==> src/rtl/uart_dbg_master_pkg.sv <==
// Shared encodings for the UART debug bus master: FSM states, default opcodes, ACK byte.
package uart_dbg_master_pkg;

  typedef enum logic [2:0] {
    IDLE = 3'd0,
    ADDR = 3'd1,
    DATA = 3'd2,
    REQ  = 3'd3,
    BUS  = 3'd4,
    TX   = 3'd5,
    ACK  = 3'd6
  } state_t;

  localparam logic [7:0] CMD_WRITE_DEF = 8'h57;
  localparam logic [7:0] CMD_READ_DEF  = 8'h52;
  localparam logic [7:0] ACK_BYTE      = 8'h06;

endpackage

==> src/rtl/uart_dbg_master_txser.sv <==
// Serialises up to four bytes of a word (LSB first) to the UART transmitter, pacing on txdBusy_i.
module uart_dbg_txser
  import uart_dbg_master_pkg::*;
(
  input  logic        clk25,
  input  logic        rst,
  input  logic        start,
  input  logic [31:0] word,
  input  logic [1:0]  last_idx,
  input  logic        txdBusy_i,
  output logic        txdStart_o,
  output logic [7:0]  txdData_o,
  output logic        done
);

  logic        active;
  logic        gap;
  logic [1:0]  remain;
  logic [31:0] shreg;

  always_ff @(posedge clk25) begin
    if (rst) begin
      active     <= 1'b0;
      gap        <= 1'b0;
      remain     <= 2'd0;
      shreg      <= 32'h0;
      txdStart_o <= 1'b0;
      txdData_o  <= 8'h00;
      done       <= 1'b0;
    end else begin
      txdStart_o <= 1'b0;
      done       <= 1'b0;
      gap        <= 1'b0;
      if (start) begin
        active <= 1'b1;
        remain <= last_idx;
        shreg  <= word;
      end else if (active && !gap && !txdBusy_i) begin
        // gap skips one cycle so the transmitter can raise busy after the strobe
        txdStart_o <= 1'b1;
        txdData_o  <= shreg[7:0];
        shreg      <= {8'h00, shreg[31:8]};
        gap        <= 1'b1;
        if (remain == 2'd0) begin
          active <= 1'b0;
          done   <= 1'b1;
        end else begin
          remain <= remain - 2'd1;
        end
      end
    end
  end

endmodule

==> src/rtl/uart_dbg_master.sv <==
// UART-driven second bus initiator: parses W/R packets and issues single 32-bit accesses.
// Define UART_DBG_ACK_EN to return an ACK byte (8'h06) after every completed write.
module uart_dbg_master
  import uart_dbg_master_pkg::*;
#(
  parameter int         TIMEOUT_CYCLES = 2500000,
  parameter logic [7:0] CMD_WRITE      = CMD_WRITE_DEF,
  parameter logic [7:0] CMD_READ       = CMD_READ_DEF
) (
  input  logic        clk25,
  input  logic        rst,
  input  logic        rxdReady_i,
  input  logic [7:0]  rxdData_i,
  input  logic        txdBusy_i,
  output logic        txdStart_o,
  output logic [7:0]  txdData_o,
  output logic        busReq_o,
  input  logic        busGnt_i,
  output logic        devEnable_o,
  output logic        devWrite_o,
  input  logic        devBusy_i,
  output logic [31:0] devPhysicalAddr_o,
  output logic [31:0] devDataSave_o,
  input  logic [31:0] devDataLoad_i,
  output logic [3:0]  devByteSelect_o
);
  // state | meaning
  // IDLE  | waiting for an opcode byte
  // ADDR  | collecting 4 address bytes, LSB first
  // DATA  | collecting 4 write-data bytes, LSB first
  // REQ   | requesting the device bus, waiting for grant
  // BUS   | access in flight until devBusy_i is low
  // TX    | returning the 4 read-data bytes
  // ACK   | returning the write acknowledge byte

  localparam int            TW       = (TIMEOUT_CYCLES > 1) ? $clog2(TIMEOUT_CYCLES) : 1;
  localparam logic [TW-1:0] TMO_LAST = TW'(TIMEOUT_CYCLES - 1);

  state_t        state, state_nx;
  logic [1:0]    byte_cnt;
  logic [TW-1:0] tmo_cnt;
  logic          is_write;
  logic          opcode_ok;
  logic          tmo_hit;
  logic          ser_start;
  logic          ser_done;
  logic [31:0]   ser_word;
  logic [1:0]    ser_last;

  assign opcode_ok       = (rxdData_i == CMD_WRITE) || (rxdData_i == CMD_READ);
  assign tmo_hit         = (tmo_cnt == TMO_LAST);
  assign devByteSelect_o = 4'hf;

  always_ff @(posedge clk25) begin
    if (rst) state <= IDLE;
    else     state <= state_nx;
  end

  always_comb begin
    state_nx  = state;
    ser_start = 1'b0;
    ser_word  = devDataLoad_i;
    ser_last  = 2'd3;
    unique case (state)
      IDLE: if (rxdReady_i && opcode_ok) state_nx = ADDR;
      ADDR: begin
        if (rxdReady_i) begin
          if (byte_cnt == 2'd3) state_nx = is_write ? DATA : REQ;
        end else if (tmo_hit) begin
          state_nx = IDLE;
        end
      end
      DATA: begin
        if (rxdReady_i) begin
          if (byte_cnt == 2'd3) state_nx = REQ;
        end else if (tmo_hit) begin
          state_nx = IDLE;
        end
      end
      REQ: if (busGnt_i) state_nx = BUS;
      BUS: begin
        if (!devBusy_i) begin
          if (!is_write) begin
            state_nx  = TX;
            ser_start = 1'b1;
          end
`ifdef UART_DBG_ACK_EN
          else begin
            state_nx  = ACK;
            ser_start = 1'b1;
            ser_word  = {24'h0, ACK_BYTE};
            ser_last  = 2'd0;
          end
`else
          else begin
            state_nx = IDLE;
          end
`endif
        end
      end
      TX: if (ser_done) state_nx = IDLE;
`ifdef UART_DBG_ACK_EN
      ACK: if (ser_done) state_nx = IDLE;
`endif
      default: state_nx = IDLE;
    endcase
  end

  always_ff @(posedge clk25) begin
    if (rst) begin
      byte_cnt          <= 2'd0;
      tmo_cnt           <= '0;
      is_write          <= 1'b0;
      devPhysicalAddr_o <= 32'h0;
      devDataSave_o     <= 32'h0;
      busReq_o          <= 1'b0;
      devEnable_o       <= 1'b0;
      devWrite_o        <= 1'b0;
    end else begin
      // bus controls are registered from the next state so they line up with it
      busReq_o    <= (state_nx == REQ) || (state_nx == BUS);
      devEnable_o <= (state_nx == BUS);
      devWrite_o  <= (state_nx == BUS) && is_write;

      if ((state == ADDR || state == DATA) && !rxdReady_i && !tmo_hit)
        tmo_cnt <= tmo_cnt + 1'b1;
      else
        tmo_cnt <= '0;

      if (rxdReady_i) begin
        if (state == IDLE && opcode_ok) begin
          is_write <= (rxdData_i == CMD_WRITE);
          byte_cnt <= 2'd0;
        end else if (state == ADDR) begin
          devPhysicalAddr_o <= {rxdData_i, devPhysicalAddr_o[31:8]};
          byte_cnt          <= byte_cnt + 2'd1;
        end else if (state == DATA) begin
          devDataSave_o <= {rxdData_i, devDataSave_o[31:8]};
          byte_cnt      <= byte_cnt + 2'd1;
        end
      end
    end
  end

  uart_dbg_txser u_txser (
    .clk25      (clk25),
    .rst        (rst),
    .start      (ser_start),
    .word       (ser_word),
    .last_idx   (ser_last),
    .txdBusy_i  (txdBusy_i),
    .txdStart_o (txdStart_o),
    .txdData_o  (txdData_o),
    .done       (ser_done)
  );

endmodule
==> config.mk <==
export PLATFORM = sky130hd
export DESIGN_NAME = uart_dbg_master
export DESIGN_NICKNAME = d
export VERILOG_FILES = /design/src/rtl/uart_dbg_master_pkg.sv /design/src/rtl/uart_dbg_master_txser.sv /design/src/rtl/uart_dbg_master.sv
export SDC_FILE = /design/constraint.sdc
export NUM_CORES = 1
export LEC_CHECK = 0
export CORE_ASPECT_RATIO = 1.75
export CORE_MARGIN = 2
export CORE_UTILIZATION = 45
export CTS_CLUSTER_SIZE = 16
export DETAILED_ROUTE_END_ITERATION = 6
export PLACE_DENSITY = 0.76
export SETUP_SLACK_MARGIN = 0.02
export SLEW_MARGIN = 40
export SYNTH_ARGS = -nofsm -noshare
export SYNTH_HDL_FRONTEND = slang
export SYNTH_SLANG_ARGS = --single-unit
export TNS_END_PERCENT = 30
==> constraint.sdc <==
create_clock -name clk25 -period 1.6 [get_ports clk25]
set_input_delay 0.32 -clock clk25 [delete_from_list [all_inputs] [get_ports clk25]]
set_output_delay 0.32 -clock clk25 [all_outputs]
set_load 0.02 [all_outputs]
==> flow_summary.ini, run 1 <==
[outcome]
run_status = finished with violations
violations = setup timing

[drt]
drt_iter0_drc = 353
wl_per_cell_um = 14.7
drtPass1Iterations = 5
drc = 0
num_vias = 5275
ant_nets = 0
vias_per_cell = 5.24
wl_um = 14800

[worst_setup_path]
critical_path.cell_chain = or4_4 > nor4b_4 > nand4_1 > buf_6 > o31ai_4 > o21bai_1
reg2reg_slack_ns = -0.33
critPathLaunchType = register
timing.rr.end = busReq_o
arrival_ns = 2.22
worstSetupPathType = reg2reg
cp_num_buf_inv = 1
r2r-start = tmo_cnt[16]
path_max_fanout = 3
cp_data_required_time_ns = 1.89
cp-end-kind = register
cp_slowest_cell = or4_4
slowest_delay_ns = 0.54
crit_family = simple AND/OR/NAND/NOR gates
rr_worst_depth = 6

[synthesis]
synth.distinct_cells = 44
yosys_warnings = 0
synth_top_area_share_pct = 50.6
ys_seq_area_share_pct = 50.6
synthMostInstantiatedCell = nand2_1
synth_seq_cells = 140
synth_cells = 680
synth_area_leader_cell = dfxtp_1
synth-edff-count = 0
synth_area_per_cell_um2 = 8.15
ys_top_cells_by_area = dfxtp_1 (51%), nand2_1 (14%), a21oi_1 (7.7%)
async_flop_share_pct = 0
syn_area_um2 = 5540
synthTopCellsByCount = nand2_1 (209), dfxtp_1 (140), a21oi_1 (85)
synth_flop_cell = dfxtp_1

[place]
gp_congestion = 0.805
dp_hpwl_um = 9750
dp.cells = 971
port_buffers = 121
place_ws_ns = -0.544

[finish]
instances_no_fill = 1007
area_growth_pct = 42.6
nNetsFinal = 878
drive_gt1_share_pct = 13.2
final_util_pct = 65.8

[power_and_ir_drop]
ir_worst_vdd_mv = 0.737
p_seq_share_pct = 44.8
p_sw_share_pct = 19.2
p_switching_mw = 1.50
power.density_nw_per_um2 = 986
p_comb_share_pct = 3.0
p_leak_nw = 3.10
p_int_mw = 6.30
p_clk_share_pct = 52.2

[global_routing]
grt_pass1_vias = 4949
grt_overflow = 0
grt_start_max_net_pins = 60
antenna_found_initial = 0
grt_pass1_wl_um = 23300
grtUsageTotal_pct = 22.3

[cts]
ctsRootBufferMaster = clkbuf_16
clkLatencyLatePin_ns = 0.41
numCtsBuffers = 17
cts_hold_buf = 0
tritoncts = done
htree_num_levels = 4
cts.sinks = 140
clkTransAtPathRegs_ns = 0.06
cts.path.max_buffers = 2

[worst_hold_path]
hold_path_class = in2reg
holdPathEnd = state[2]
min_from = rst
worstHoldPathCells = 2

[sta]
worstMarginPinSlew_ns = 0.599
setup_viol = 25
min_period_over_period_pct = 121
timing_hold_violations_final = 0
report.final.slew_viol_count = 0
fmax_ghz = 0.518
skew_ns = 0.00768
post-route-worst-setup-slack_ns = -0.330
layout_min_cycle_time_ns = 1.93
slew_headroom_pct = 60.1
rsz0062_at_grt = true

[flow_run]
max-cap-violations = 0

[die]
die_w_um = 87.9
fp.dieH_um = 151
pin_count = 126
die_area_um2 = 13300
core_um2 = 12000
initial_utilization_pct = 46.2
rows = 53
==> how the worst max path moves through the flow <==
stage / startpoint / end / slack, ns / cells after the start
after global placement: rxdData_i[3] / state[0] / -0.46 / 5
after floorplan: tmo_cnt[16] / busReq_o / -0.06 / 5
after detailed placement: rxdData_i[3] / state[0] / -0.54 / 5
final: tmo_cnt[16] / busReq_o / -0.33 / 6
after CTS: tmo_cnt[16] / busReq_o / -0.30 / 6
after global routing: tmo_cnt[16] / busReq_o / -0.39 / 6
==> sequential cells by signal, summed over array words and instances (netlist names), 2 cells and up <==
signal	flops
devDataSave_o	32
devPhysicalAddr_o	32
u_txser.shreg	32
tmo_cnt	22
u_txser.txdData_o	8
state	3
byte_cnt	2
u_txser.remain	2
==> power by group through the flow <==
stage	Clock, mW	Sequential, mW	Combinational [mW]
6_report	4.07	3.49	0.236
5_1_grt	4.30	3.49	0.250
4_1_cts	4.12	3.49	0.231
3_5_place_dp	0	3.56	0.228
3_3_place_gp	0	3.56	0.224
2_1_floorplan	0	3.56	0.0687
==> metal layers <==
layer | GRT usage [%] | up-vias | routed length (µm) | share of wire, %
li1 | - | 2584 | - | -
met1 | 24.8 | 2511 | 5740 | 39
met2 | 38.9 | 153 | 8080 | 55
met3 | 5.45 | 27 | 583 | 3.9
met4 | 11.2 | 0 | 377 | 2.6
met5 | 0 | - | 0 | 0
==> cell type report <==
class | count | area, µm²
diodes | 1 | 2.50
flip-flops and latches | 140 | 2800
clock inverters | 7 | 138
repair buffers | 180 | 1710
well taps | 165 | 206
inverters | 4 | 15.0
multi-input cells | 486 | 2560
clock buffers | 24 | 472
fillers | 1024 | 4100
==> per-stage QoR <==
step           power (mW)  instance area [µm²]  hold WS, ns  setup TNS [ns]
6_report             7.80                 7900        0.183           -5.87
3_5_place_dp         3.79                 7220        0.447          -42.98
2_1_floorplan        3.63                 5550        0.417           -2.28
3_3_place_gp         3.79                 7220        0.443          -37.70
4_1_cts              7.84                 7850        0.163           -5.77
5_1_grt              8.04                 7900        0.171           -7.26
==> layout by cell type (no fill, tap or decap), types with 4 or more instances in the layout <==
cell             Yosys  final
xor2_1              14     14
nand4_1              6      6
a21oi_1             85     85
buf_12               0      8
dlygate4sd2_1        0     76
conb_1               1      4
dfxtp_1            140    139
a311oi_2             1      4
nand3_1             23     23
xnor2_1              9      9
buf_4                4     48
a311oi_1            23     20
clkbuf_16            0     18
nor2_1              60     59
nand2_1            209    207
inv_1                4      4
bufinv_16            0      4
clkbuf_1            37      5
clkdlybuf4s50_1      0     44
==> timing repair <==
item                                    4_1_cts  5_1_grt
pin swaps                                     2        5
gates cloned                                  2        1
gates resized for setup                      85       18
endpoints found under the setup margin      185      109
buffers inserted                              2        1
==> worst reg2reg max path: stages, from the launching register on <==
cell and delay (ns):
dfxtp_2 0.32, or4_4 0.54, nor4b_4 0.25, nand4_1 0.23
buf_6 0.20, o31ai_4 0.17, o21bai_1 0.11
==> cells by family after synthesis <==
kind of cell / synth area share, %
xor gates and xnor gates: 3.64
AOI/OAI and AO/OA: 13.6
adders and majority gates: 0.678
and+or+nand+nor: 26.3
DFF: 50.6
buffers and inverters: 5.08
other: 0.0677
Power figures use the tool's default switching activity.
==> run 2: changes to the inputs <==
--- a/config.mk
+++ b/config.mk
@@ -5,12 +5,12 @@
 export SDC_FILE = /design/constraint.sdc
 export NUM_CORES = 1
 export LEC_CHECK = 0
-export CORE_ASPECT_RATIO = 1.75
 export CORE_MARGIN = 2
-export CORE_UTILIZATION = 45
+export CORE_UTILIZATION = 50
 export CTS_CLUSTER_SIZE = 16
 export DETAILED_ROUTE_END_ITERATION = 6
-export PLACE_DENSITY = 0.76
+export PLACE_DENSITY = 0.8
+export REMOVE_ABC_BUFFERS = 1
 export SETUP_SLACK_MARGIN = 0.02
 export SLEW_MARGIN = 40
 export SYNTH_ARGS = -nofsm -noshare
==> constraint.sdc (replaced) <==
create_clock -name clk25 -period 2.11 [get_ports clk25]
set_input_delay 0.422 -clock clk25 [delete_from_list [all_inputs] [get_ports clk25]]
set_output_delay 0.422 -clock clk25 [all_outputs]
set_load 0.02 [all_outputs]
==> run 2 against run 1 <==
Net effect: sequential power shrank 24%; count of clock-buffer cells in the layout is 3 lower; the run now ends clean; power is 24% lower; setup slack better by 0.38 ns; critical path depth unchanged; sequential share of layout area up 1.6 points.
==> flow_summary.ini, run 2 (synthesis results as in run 1) <==
[die]
pin_count = 126
core_um2 = 10800
initial_utilization_pct = 51.1
fp.dieH_um = 109
die_w_um = 109
die_area_um2 = 11900
rows = 38

[place]
gp_congestion = 0.782
dp_hpwl_um = 9230
port_buffers = 121
post_dp_cell_area_um2 = 6920
place_ws_ns = -0.0683

[global_routing]
grt_pass1_wl_um = 21700
grt_busiest_layer = met2
met3_usage_pct = 4.48
gr-usage-met2_pct = 41.7
grt_start_max_net_pins = 86
grt_overflow = 0
antenna_found_initial = 0
grtUsageMet1_pct = 26.5
grtUsageTotal_pct = 22.8
grt_pass1_vias = 4883

[worst_setup_path]
reg2reg_slack_ns = 0.05
slowest_delay_ns = 0.56
cp-end-kind = register
path_max_fanout = 4
cp_slowest_cell = or4_1
cp_data_required_time_ns = 2.49
rr_worst_depth = 6
critPathLaunchType = register
worstSetupPathType = reg2reg
arrival_ns = 2.45
critical_path.cell_chain = or4_1 > nor4b_2 > nand4_1 > buf_4 > o31ai_2 > o21bai_1

[finish]
reg_top3 = devDataSave_o (32), devPhysicalAddr_o (32), u_txser.shreg (32)
final_common_cell = nand2_1
area_growth_pct = 36.3
n_antenna_cell = 0
drive_gt1_share_pct = 8.41
nNetsFinal = 846
fin_area_um2 = 7550
final_cell_mix = nand2_1 (209), dfxtp_1 (140), clkdlybuf4s50_1 (120), a21oi_1 (85), nor2_1 (60)

[flow_run]
max-cap-violations = 0

[cts]
tritoncts = done
cts.path.max_buffers = 2
clkLatencyLatePin_ns = 0.51
ctsRootBufferMaster = clkbuf_8
numCtsBuffers = 17
htree_num_levels = 4
cts.sinks = 140
clkTransAtPathRegs_ns = 0.06

[sta]
layout_min_cycle_time_ns = 2.06
report.final.slew_viol_count = 0
finalSetupTns_ns = 0
post-route-worst-setup-slack_ns = 0.0457
setup_viol = 0
min_period_over_period_pct = 97.8
fmax_ghz = 0.484
rsz0062_at_grt = true
skew_ns = 0.0101
timing_hold_violations_final = 0

[power_and_ir_drop]
ir_worst_vdd_mv = 0.517
p_leak_nw = 2.52
power.density_nw_per_um2 = 781

[drt]
wl_per_cell_um = 14.5
wl_um = 13700
drtPass1Iterations = 5
vias_per_cell = 5.38
ant_nets = 0
drc = 0
drt_iter0_drc = 278
num_vias = 5103

[worst_hold_path]
worstHoldPathCells = 2
hold_path_class = in2reg

[outcome]
run_status = completed
==> run 2: cell types whose count changed in the layout (fill, tap and decap cells not counted), moves of 4 or more <==
cell,delta
clkbuf_1,-4
dlygate4sd2_1,-76
buf_4,-24
clkdlybuf4s50_1,+76
buf_12,-4
==> run 2: per-layer routing <==
layer,part of all wire (%),vias up,routed length (µm)
li1,-,2503,-
met1,42,2396,5810
met2,50,183,6910
met3,5.9,21,813
met4,1.4,0,187
met5,0,-,0
==> run 2: worst paths after layout <==
| path | endpoint | start |
|---|---|---|
| setup reg to reg | busReq_o | tmo_cnt[15] |
| hold reg to reg | tmo_cnt[0] | tmo_cnt[0] |
| setup / recovery | busReq_o | tmo_cnt[15] |
| hold / removal | byte_cnt[1] | rst |
==> run 2: critical path: cells and delay by family, from the launching register on <==
kind | cells | cell delay (ns)
AND/OR/NAND/NOR | 3 | 1.03
AO/OA/AOI/OAI | 2 | 0.37
buffers and inverters | 1 | 0.20
flip-flops | 1 | 0.34
==> run 2: where the power goes <==
part	internal, mW	switching [mW]	total, mW
Clock	2.01	1.07	3.08
Combinational	0.0919	0.0747	0.167
Sequential	2.64	0.000352	2.64
Total	4.75	1.15	5.89
==> run 2: what timing repair did <==
action                                  in CTS  in global routing
hold buffers                                 0                  0
endpoints found under the setup margin       0                 21
resized for setup                            0                  0
setup buffers                                0                  1
==> run 2: area by class of cell <==
type | instances | area [µm²]
clock buffer | 21 | 459
clock inverter | 10 | 163
fill | 827 | 3290
inverter | 4 | 15.0
multi-input combinational | 486 | 2470
sequential | 140 | 2800
tap | 140 | 175
timing repair buffer | 148 | 1460
==> run 2: metrics by stage <==
step / power, mW / std cells / hold WS, ns / utilization, %
2_1_floorplan: 2.72 / 630 / 0.418 / -
3_3_place_gp: 2.87 / 917 / 0.429 / 63.8
3_5_place_dp: 2.87 / 917 / 0.439 / 63.8
4_1_cts: 5.93 / 948 / 0.295 / 69.6
5_1_grt: 6.05 / 949 / 0.314 / 69.6
6_report: 5.89 / 949 / 0.316 / 69.6
